==> src/rtl/kmeans_ctrl_pkg.sv <==
// Shared types and sizing helpers for the k-means k2n5 iteration controller.
package kmeans_ctrl_pkg;

   localparam int K = 2;
   localparam int D = 5;

   typedef enum logic [2:0] {
      IDLE,
      STREAM,
      DRAIN,
      DIVIDE,
      UPDATE,
      FINISH
   } ctrl_state_t;

   // A full pass of maximal values cannot overflow a sum this wide.
   function automatic int sumWidth(input int dataWidth, input int qtyBitWidth);
      return dataWidth + qtyBitWidth;
   endfunction

   function automatic int countWidth(input int qtyBitWidth);
      return qtyBitWidth + 1;
   endfunction

endpackage

==> src/rtl/kmeans_divider.sv <==
// Unsigned restoring divider, one quotient bit per cycle; o_done pulses
// DIVIDEND_W cycles after i_start. Synchronous active-low reset aborts it.
module kmeans_divider #(
   parameter int DIVIDEND_W = 16,
   parameter int DIVISOR_W  = 9,
   parameter int QUOT_W     = 8
) (
   input  logic                  clk,
   input  logic                  rst,
   input  logic                  i_start,
   input  logic [DIVIDEND_W-1:0] i_dividend,
   input  logic [DIVISOR_W-1:0]  i_divisor,
   output logic [QUOT_W-1:0]     o_quotient,
   output logic                  o_done
);

   localparam int CNT_W = $clog2(DIVIDEND_W + 1);

   logic [DIVISOR_W-1:0]  r_rem;
   logic [DIVISOR_W-1:0]  r_divisor;
   logic [DIVIDEND_W-1:0] r_quo;
   logic [CNT_W-1:0]      r_cnt;
   logic                  r_busy;
   logic                  r_done;

   logic [DIVISOR_W-1:0]  w_remIn;
   logic [DIVIDEND_W-1:0] w_quoIn;
   logic [DIVISOR_W-1:0]  w_dvs;
   logic [DIVISOR_W:0]    w_shift;
   logic                  w_fits;
   logic [DIVISOR_W-1:0]  w_remNext;
   logic [DIVIDEND_W-1:0] w_quoNext;

   // The start cycle already performs the first step on the fresh operands.
   always_comb begin
      w_remIn   = i_start ? '0 : r_rem;
      w_quoIn   = i_start ? i_dividend : r_quo;
      w_dvs     = i_start ? i_divisor : r_divisor;
      w_shift   = {w_remIn, w_quoIn[DIVIDEND_W-1]};
      w_fits    = (w_shift >= {1'b0, w_dvs});
      w_remNext = w_fits ? DIVISOR_W'(w_shift - {1'b0, w_dvs}) : w_shift[DIVISOR_W-1:0];
      w_quoNext = {w_quoIn[DIVIDEND_W-2:0], w_fits};
   end

   always_ff @(posedge clk) begin
      if (!rst) begin
         r_rem     <= '0;
         r_quo     <= '0;
         r_divisor <= '0;
         r_cnt     <= '0;
         r_busy    <= 1'b0;
         r_done    <= 1'b0;
      end else begin
         r_done <= 1'b0;
         if (i_start || r_busy) begin
            r_rem <= w_remNext;
            r_quo <= w_quoNext;
         end
         if (i_start) begin
            r_divisor <= i_divisor;
            r_cnt     <= CNT_W'(DIVIDEND_W - 1);
            r_busy    <= (DIVIDEND_W > 1);
            r_done    <= (DIVIDEND_W == 1);
         end else if (r_busy) begin
            r_cnt <= r_cnt - CNT_W'(1);
            if (r_cnt == CNT_W'(1)) begin
               r_busy <= 1'b0;
               r_done <= 1'b1;
            end
         end
      end
   end

   assign o_quotient = r_quo[QUOT_W-1:0];
   assign o_done     = r_done;

endmodule

==> src/rtl/kmeans_k2n5_controller.sv <==
// Iteration controller for the 2-centroid, 5-dimension k-means datapath.
// Define KMEANS_CTRL_CONV_EN to also stop early once the centroids stop moving.
module kmeans_k2n5_controller
   import kmeans_ctrl_pkg::*;
#(
   parameter int input_data_width         = 8,
   parameter int input_data_qty_bit_width = 8,
   parameter int input_data_qty           = 256,
   parameter int pipe_latency             = 6,
   parameter int max_iter                 = 16,
   parameter int k0_d0_initial            = 0,
   parameter int k0_d1_initial            = 0,
   parameter int k0_d2_initial            = 0,
   parameter int k0_d3_initial            = 0,
   parameter int k0_d4_initial            = 0,
   parameter int k1_d0_initial            = 1,
   parameter int k1_d1_initial            = 1,
   parameter int k1_d2_initial            = 1,
   parameter int k1_d3_initial            = 1,
   parameter int k1_d4_initial            = 1
) (
   input  logic                                clk,
   input  logic                                rst,
   input  logic                                start,
   output logic [input_data_qty_bit_width-1:0] rd_address,
   input  logic [5*input_data_width-1:0]       pt_data,
   input  logic                                sel_centroid,
   output logic [10*input_data_width-1:0]      centroids,
   output logic                                busy,
   output logic                                done,
   output logic [7:0]                          iterations
);

   localparam int DW    = input_data_width;
   localparam int QB    = input_data_qty_bit_width;
   localparam int SUM_W = sumWidth(input_data_width, input_data_qty_bit_width);
   localparam int CNT_W = countWidth(input_data_qty_bit_width);
   localparam int LAT_W = $clog2(pipe_latency + 1);
   localparam int KI_W  = $clog2(K);
   localparam int DI_W  = $clog2(D);
   localparam logic [QB-1:0] LAST_ADDR = QB'(input_data_qty - 1);

   localparam logic [K-1:0][D-1:0][DW-1:0] INIT_CENT = {
      DW'(k1_d4_initial), DW'(k1_d3_initial), DW'(k1_d2_initial), DW'(k1_d1_initial), DW'(k1_d0_initial),
      DW'(k0_d4_initial), DW'(k0_d3_initial), DW'(k0_d2_initial), DW'(k0_d1_initial), DW'(k0_d0_initial)};

   ctrl_state_t                     r_state;
   logic [QB-1:0]                   r_addr;
   logic [pipe_latency-1:0]         r_valid;
   logic [LAT_W-1:0]                r_drainCnt;
   logic [K-1:0][D-1:0][SUM_W-1:0]  r_sum;
   logic [K-1:0][CNT_W-1:0]         r_count;
   logic [K-1:0][D-1:0][DW-1:0]     r_cent;
   logic [K-1:0][D-1:0][DW-1:0]     r_new;
   logic [KI_W-1:0]                 r_divK;
   logic [DI_W-1:0]                 r_divD;
   logic                            r_divWait;
   logic [7:0]                      r_iter;
   logic                            r_busy;
   logic                            r_done;

   logic                            w_issue;
   logic                            w_clearAcc;
   logic                            w_emptyCluster;
   logic                            w_divStart;
   logic                            w_divDone;
   logic                            w_elemDone;
   logic [DW-1:0]                   w_quotient;
   logic [7:0]                      w_iterNext;
   logic                            w_exit;

   always_comb begin
      w_iterNext     = r_iter + 8'd1;
      w_issue        = (r_state == STREAM);
      w_emptyCluster = (r_count[r_divK] == '0);
      w_divStart     = (r_state == DIVIDE) && !w_emptyCluster && !r_divWait;
      w_elemDone     = (r_state == DIVIDE) && (w_emptyCluster || (r_divWait && w_divDone));
`ifdef KMEANS_CTRL_CONV_EN
      w_exit         = (w_iterNext >= 8'(max_iter)) || (r_new == r_cent);
`else
      w_exit         = (w_iterNext >= 8'(max_iter));
`endif
      w_clearAcc     = ((r_state == IDLE) && start) || ((r_state == UPDATE) && !w_exit);
   end

   kmeans_divider #(
      .DIVIDEND_W (SUM_W),
      .DIVISOR_W  (CNT_W),
      .QUOT_W     (DW)
   ) u_divider (
      .clk        (clk),
      .rst        (rst),
      .i_start    (w_divStart),
      .i_dividend (r_sum[r_divK][r_divD]),
      .i_divisor  (r_count[r_divK]),
      .o_quotient (w_quotient),
      .o_done     (w_divDone)
   );

   // The valid shift register mirrors the pipeline so sums only see real points.
   always_ff @(posedge clk) begin
      if (!rst) begin
         r_valid <= '0;
         r_sum   <= '0;
         r_count <= '0;
      end else begin
         r_valid[0] <= w_issue;
         for (int i = 1; i < pipe_latency; i++) begin
            r_valid[i] <= r_valid[i-1];
         end
         if (w_clearAcc) begin
            r_sum   <= '0;
            r_count <= '0;
         end else if (r_valid[pipe_latency-1]) begin
            for (int d = 0; d < D; d++) begin
               r_sum[sel_centroid][d] <= r_sum[sel_centroid][d] + SUM_W'(pt_data[d*DW +: DW]);
            end
            r_count[sel_centroid] <= r_count[sel_centroid] + CNT_W'(1);
         end
      end
   end

   always_ff @(posedge clk) begin
      if (!rst) begin
         r_state    <= IDLE;
         r_addr     <= '0;
         r_drainCnt <= '0;
         r_cent     <= INIT_CENT;
         r_new      <= '0;
         r_divK     <= '0;
         r_divD     <= '0;
         r_divWait  <= 1'b0;
         r_iter     <= '0;
         r_busy     <= 1'b0;
         r_done     <= 1'b0;
      end else begin
         r_done <= 1'b0;
         case (r_state)
            IDLE: begin
               if (start) begin
                  r_cent  <= INIT_CENT;
                  r_iter  <= '0;
                  r_addr  <= '0;
                  r_busy  <= 1'b1;
                  r_state <= STREAM;
               end
            end
            STREAM: begin
               if (r_addr == LAST_ADDR) begin
                  r_addr     <= '0;
                  r_drainCnt <= '0;
                  r_state    <= DRAIN;
               end else begin
                  r_addr <= r_addr + QB'(1);
               end
            end
            DRAIN: begin
               if (r_drainCnt == LAT_W'(pipe_latency - 1)) begin
                  r_divK    <= '0;
                  r_divD    <= '0;
                  r_divWait <= 1'b0;
                  r_state   <= DIVIDE;
               end else begin
                  r_drainCnt <= r_drainCnt + LAT_W'(1);
               end
            end
            // An empty cluster keeps its old centroid instead of dividing by zero.
            DIVIDE: begin
               if (w_divStart) begin
                  r_divWait <= 1'b1;
               end
               if (w_elemDone) begin
                  r_new[r_divK][r_divD] <= w_emptyCluster ? r_cent[r_divK][r_divD] : w_quotient;
                  r_divWait <= 1'b0;
                  if (r_divD == DI_W'(D - 1)) begin
                     r_divD <= '0;
                     if (r_divK == KI_W'(K - 1)) begin
                        r_state <= UPDATE;
                     end else begin
                        r_divK <= r_divK + KI_W'(1);
                     end
                  end else begin
                     r_divD <= r_divD + DI_W'(1);
                  end
               end
            end
            UPDATE: begin
               r_cent <= r_new;
               r_iter <= w_iterNext;
               if (w_exit) begin
                  r_busy  <= 1'b0;
                  r_done  <= 1'b1;
                  r_state <= FINISH;
               end else begin
                  r_addr  <= '0;
                  r_state <= STREAM;
               end
            end
            FINISH: begin
               r_state <= IDLE;
            end
            default: begin
               r_state <= IDLE;
            end
         endcase
      end
   end

   assign rd_address = r_addr;
   assign centroids  = r_cent;
   assign busy       = r_busy;
   assign done       = r_done;
   assign iterations = r_iter;

endmodule

==> config.mk <==
export PLATFORM = sky130hd
export DESIGN_NAME = kmeans_k2n5_controller
export DESIGN_NICKNAME = d
export VERILOG_FILES = /design/src/rtl/kmeans_ctrl_pkg.sv /design/src/rtl/kmeans_divider.sv /design/src/rtl/kmeans_k2n5_controller.sv
export SDC_FILE = /design/constraint.sdc
export NUM_CORES = 1
export LEC_CHECK = 0
export ABC_AREA = 1
export ABC_CLOCK_PERIOD_IN_PS = 6680
export BUFFER_PORTS_ARGS = -buffer_cell sky130_fd_sc_hd__buf_2
export CORE_ASPECT_RATIO = 0.7
export CORE_MARGIN = 8
export CORE_UTILIZATION = 42
export DETAILED_ROUTE_END_ITERATION = 16
export MAX_ROUTING_LAYER = met4
export SYNTH_ARGS = -nofsm -noshare
export SYNTH_HDL_FRONTEND = slang
export SYNTH_SLANG_ARGS = --single-unit
==> constraint.sdc <==
create_clock -name clk -period 6.68 [get_ports clk]
set_input_delay 1.336 -clock clk [delete_from_list [all_inputs] [get_ports clk]]
set_output_delay 1.336 -clock clk [all_outputs]
set_load 0.005 [all_outputs]
==> results of run 1 <==
[Yosys cell counts (3+ instances only)]
library cell,number
buf_2,40
dfxtp_1,414
a21oi_1,326
o21ai_0,324
clkbuf_1,111
clkinv_1,6
o2111ai_1,4
inv_1,246
nand4_1,19
ha_1,58
o21ai_1,4
mux2i_1,6
fa_1,6
buf_4,6
nor2_1,371
nor2_4,3
buf_6,4
o21bai_1,12
xnor2_1,28
nor3_1,34
a21o_1,5
nor2_2,7
nand2_1,881
o211ai_1,26
a31oi_1,15
o22ai_1,19
o21a_1,10
nand2_2,6
a22oi_1,4
nand3_1,128
xor2_1,42
nor3_2,4
inv_2,4
or2_2,33
a31oi_4,4
buf_1,12
[worst max-delay path by stage]
stage | from | endpoint | slack [ps] | depth (start not counted)
2_1_floorplan | sel_centroid | r_sum[30] | 2390 | 20
3_3_place_gp | sel_centroid | r_sum[56] | 1880 | 14
3_5_place_dp | sel_centroid | r_sum[56] | 1850 | 14
4_1_cts | r_divK | u_divider.r_rem[2] | 2050 | 23
5_1_grt | r_divK | u_divider.r_rem[2] | 1540 | 23
6_report | r_divK | u_divider.r_rem[2] | 2020 | 23
[cell usage in the layout (no fill, tap or decap), types with 19 or more instances in the layout]
master and count:
a21oi_1 325, buf_2 140, buf_4 31, clkbuf_16 46, dfxtp_1 412, ha_1 58
inv_1 243, nand2_1 878, nand3_1 128, nand4_1 19, nor2_1 368, nor3_1 34
o211ai_1 26, o21ai_0 324, o22ai_1 19, or2_2 33, xnor2_1 28, xor2_1 42
[through the flow]
step / total power (uW) / hold WS, ps / area [sq um]
after floorplan: 3360 / 390 / 21700
after global placement: 3750 / 396 / 22800
after detailed placement: 3760 / 401 / 22800
after CTS: 6280 / 415 / 24300
after global routing: 6500 / 434 / 24300
final: 6250 / 410 / 24300
[power groups by stage]
stage	clock [uW]	combinational (uW)	sequential (uW)
6_report	2530	1160	2560
5_1_grt	2670	1270	2560
4_1_cts	2580	1150	2550
3_5_place_dp	0	1150	2610
3_3_place_gp	0	1140	2610
2_1_floorplan	0	767	2590
[final cells by class]
| class | instances | area [sq um] |
|---|---|---|
| fillers | 5223 | 26600 |
| multi-input cells | 2399 | 11800 |
| flip-flops and latches | 414 | 8290 |
| clock buffers | 66 | 1330 |
| inverters | 256 | 965 |
| repair buffers | 171 | 933 |
| well taps | 674 | 843 |
| clock inverters | 16 | 149 |
[layer usage]
layer  vias to the layer above  GRT usage (%)  routed length (um)
met5                         -              -                   0
met4                         0           5.28                1270
met3                        95           3.59                5650
met2                       808           37.3               31600
met1                     10200           35.1               34800
li1                      10600              -                   -
[kinds of logic after synthesis]
| kind of cell | count (synthesis) | share of synthesized area, % |
|---|---|---|
| buffers and inverters | 429 | 7.88 |
| DFF | 414 | 38.1 |
| muxes | 6 | 0.276 |
| AOI/OAI and AO/OA | 759 | 18.8 |
| adders and majority gates | 64 | 3.89 |
| xor gates and xnor gates | 70 | 2.82 |
| and+or+nand+nor | 1500 | 28.2 |
[worst max-delay path: cells and delay by family, from the launching register on]
family	cells	cell delay [ps]
AOI/OAI and AO/OA	3	420
adders and majority gates	2	580
buffers and inverters	4	940
DFF	1	420
and+or+nand+nor	14	2170
[flip-flops by register name (all words and copies together), names as in the netlist, 3 cells and up]
name	flops
r_new	80
u_divider.r_rem	9
u_divider.r_cnt	5
r_valid	6
r_divD	3
centroids	80
iterations	8
u_divider.r_divisor	9
r_sum	160
r_drainCnt	3
r_count	18
r_state	3
u_divider.r_quo	16
rd_address	8
==> metrics, run 1 <==
outcome complete, no violations; Pint 4250 uW; Final Non-Filler Cells 3996; vias in the first global route 20200; most frequent CP cell nand2_1; Hold Path Depth 2; NetSw 2010 uW; Mapped Area 21700 sq um; FF-to-FF End u_divider.r_rem[2]; largest cells by area after synthesis dfxtp_1 38%, nand2_1 15%, a21oi_1 7.5%; Hold Fails Final Rpt 0; drt pass-1 iters 8; Critical Path Max Stage Delay 530 ps; core box area 50900 sq um; initial antenna violation count 0; GPL Wtd Cong 0.904; final worst slack 2020 ps; die footprint 59400 sq um; CP max-delay cell nand2_2; Initial Util 42.7%; Die H 206 um; drt total wl 73300 um; post-route setup TNS 0 ps; Worst-Skew Late Latency 580 ps; via count 21700; Setup CP Type flop to flop; CP startpoint kind flop; Hold Path End r_valid[1]; yosys warns 0; worst reg2reg path depth 23; final setup fails 0; crit-path max FO 41; post-CTS sizing 0; share of layout cells above drive strength 1 9.69%; CTS tree yes; library cells used by synthesis 51; pre-CTS setup slack 1850 ps; placed cell count 3914; Routed Antenna Nets 0; number of buffers created by CTS 44; Synth Register Bits 414; cell row count 69; Req. time, crit path 7150 ps; Seq/Total Area, Yosys 38.1%; Max Clk Rate 214 MHz; clock skew 24.6 ps; leakage 0.0101 uW; min-delay worst type flop to flop; H-Tree Depth 2; gr ovfl total 0; number of setup buffers added after CTS 0; Post-synth ARST share 0%; largest net degree at the start of global routing 88; Tot GR Track Use 24.8%; CP arrival 5130 ps; I/O pin count 142; r2r setup slk 2020 ps; CTS Buffer Depth 3; Max-cap violations 0; Relative slew margins 20.3%; first-pass GRT wire length 115000 um; Cells after Synth 3242; HPWL after DPL 49200 um; # diodes 0; Root Buffer clkbuf_16; Sw Ratio 32.1%; Post-Syn Area per Cell 6.70 sq um; Post-synth EDFFs 0; Clk pwr share 40.5%; slew of the pin with the lowest slew margin 1200 ps; Hold Path Origin r_valid[0]; clock period minus worst slack 4660 ps; reg2reg start r_divK; Layout Utilization 47.7%; DRC 0; Main synth FF type dfxtp_1; share of Yosys cell area claimed by the top area cell type 38.1%; P per Cell Area 257 nW/um^2; Worst setup EP type flop; port bufs 141; Layout area overhead 11.7%; nets@finish 3394; RSZ-0062 raised after global routing no; initial DRC count 2156; fin. max-slew vios 0; DR vias/cell 5.44; CTS clk-pin slew, worst paths 70 ps; Clock Sinks 414; Mapped Nets 3350; Logic pwr share 18.6%; VDD IR max 172 uV; critical path, cell by cell clkinv_2 > buf_4 > nand2_1 > nand2_1 > nand2_1 > nor2_4 > nand3_4 > nand2_2 > nand2_1 > nand2_1 > ha_1 > inv_1 > fa_1 > nand3_1 > nand3_1 > nand2_1 > nand3_1 > a21oi_1 > nand2_1 > nand2_1 > o21ai_0 > o21bai_1 > inv_1; CTS hold repair buffers 0; DR WL/cell 18.4 um; Die Width 288 um; Reg power frac 40.9%; Tcrit/Tclk final 69.8%; cell taking the most area after synthesis dfxtp_1
Note: power is estimated with default switching activity, not from simulation.
==> inputs of run 2 (changes only) <==
--- a/config.mk
+++ b/config.mk
@@ -6,7 +6,7 @@
 export NUM_CORES = 1
 export LEC_CHECK = 0
 export ABC_AREA = 1
-export ABC_CLOCK_PERIOD_IN_PS = 6680
+export ABC_CLOCK_PERIOD_IN_PS = 4200
 export BUFFER_PORTS_ARGS = -buffer_cell sky130_fd_sc_hd__buf_2
 export CORE_ASPECT_RATIO = 0.7
 export CORE_MARGIN = 8
==> constraint.sdc (replaced) <==
create_clock -name clk -period 4.2 [get_ports clk]
set_input_delay 0.84 -clock clk [delete_from_list [all_inputs] [get_ports clk]]
set_output_delay 0.84 -clock clk [all_outputs]
set_load 0.005 [all_outputs]
==> metrics, run 2 (synthesis gave the netlist of run 1 again) <==
CP max-delay cell dfxtp_4; r2r setup slk 560 ps; met3 wire length 4840 um; I/O pin count 142; first-pass GRT wire length 114000 um; CTS tree yes; gr ovfl total 0; Die Width 288 um; VDD IR max 266 uV; post-route setup TNS 0 ps; Die H 206 um; crit-path max FO 18; # fillers 5122; commonest non-fill, non-tap cell in the layout nand2_1; DR WL/cell 18.1 um; DR vias/cell 5.40; Req. time, crit path 4650 ps; GPL Wtd Cong 0.898; HPWL after DPL 49400 um; Initial Util 42.7%; NetSw 3170 uW; Worst setup EP type flop; via count 21700; Tcrit/Tclk final 86.6%; initial DRC count 2036; share of layout cells above drive strength 1 10.3%; Worst-Skew Late Latency 580 ps; pre-CTS setup slack 519 ps; RSZ-0062 raised after global routing no; outcome complete, no violations; max reg flops 160; CTS Buffer Depth 3; Hold Fails Final Rpt 0; port bufs 141; DRC 0; Tot GR Track Use 24.4%; vias in the first global route 20500; die footprint 59400 sq um; CTS clk-pin slew, worst paths 60 ps; CP startpoint kind flop; met2 WL 31500 um; Routed Antenna Nets 0; Sw Ratio 31.6%; initial antenna violation count 2; CP arrival 4080 ps; P per Cell Area 408 nW/um^2; Clk pwr share 40.7%; final worst slack 564 ps; nets@finish 3416; # diodes 0; Final Non-Filler Cells 4018; drt total wl 72600 um; slew of the pin with the lowest slew margin 1190 ps; met1 WL 34900 um; most frequent cells in the layout 878 x nand2_1, 412 x dfxtp_1, 368 x nor2_1, 325 x a21oi_1, 324 x o21ai_0; Relative slew margins 19.9%; WHS 407 ps; Root Buffer clkbuf_16; largest net degree at the start of global routing 86; drt pass-1 iters 6; placed cell count 3936; clock period minus worst slack 3640 ps; leakage 0.0102 uW; cell row count 69; final setup fails 0; clock skew 30.9 ps; Layout area overhead 13.0%; Logic pwr share 18.8%; Pint 6860 uW; fin. max-slew vios 0; min-delay worst type flop to flop; Max Clk Rate 275 MHz; Setup CP Type flop to flop; largest register by flop count r_sum; Clock Sinks 414; critical path, cell by cell buf_4 > nand2_1 > o21ai_1 > nor2_2 > nand3_1 > nor2_4 > nor2_2 > buf_4 > o21ai_0 > ha_1 > nand3_1 > nand3_1 > nand2_1 > nand3_1 > a21oi_1 > nand2_1 > nand2_1 > o21ai_0 > o21bai_1 > inv_1; Reg power frac 40.5%; H-Tree Depth 2; Top Layer Used met4; Critical Path Max Stage Delay 460 ps; core box area 50900 sq um; Max-cap violations 0; number of buffers created by CTS 44
-- run 2: final cells by class --
cell class / count / area [sq um] / share of cell area (%)
Inverter: 256 / 966 / 3.93
Timing Repair Buffer: 193 / 1170 / 4.78
Clock inverter: 15 / 183 / 0.744
Multi-Input combinational cell: 2399 / 11800 / 47.9
Tap cell: 674 / 843 / 3.43
Clock buffer: 67 / 1330 / 5.40
Sequential cell: 414 / 8290 / 33.8
-- run 2: repair_timing --
item                       in CTS  in global routing
buffers inserted                0                  0
setup endpoints to repair       0                  1
resized for setup               0                  1
hold buffers                    0                  0
-- run 2: per-layer routing --
layer | vias up | global-route usage (%)
met5 | - | -
met4 | 0 | 5.55
met3 | 97 | 2.75
met2 | 741 | 36.6
met1 | 10200 | 34.9
li1 | 10700 | -
-- run 2: worst max-delay path: cells and delay by family (launching register included) --
kind / cells / cell delay [ps]
AOI/OAI and AO/OA: 5 / 680
buffers and inverters: 3 / 580
DFF: 1 / 460
and+or+nand+nor: 11 / 1400
adders and majority gates: 1 / 400
-- run 2: path summary, 6_finish.rpt --
path	from	to	cells after the start
max reg2reg	r_divK	u_divider.r_rem[2]	20
min reg2reg	r_valid[0]	r_valid[1]	2
min	r_valid[0]	r_valid[1]	2
max	r_divK	u_divider.r_rem[2]	20
-- run 2: metrics by stage --
step | power, uW | cell area (sq um) | utilization [%]
4_1_cts | 10100 | 24600 | 48.2
3_5_place_dp | 6010 | 23100 | 45.3
3_3_place_gp | 6000 | 23100 | 45.3
5_1_grt | 10400 | 24600 | 48.2
2_1_floorplan | 5340 | 21700 | -
6_report | 10000 | 24600 | 48.2
-- run 2: power by group through the flow --
stage               logic [uW]  registers, uW  clock network (uW)
global placement          1850           4150                   0
global route              2050           4070                4310
CTS                       1870           4060                4140
floorplan                 1220           4120                   0
finish                    1890           4060                4080
detailed placement        1860           4150                   0
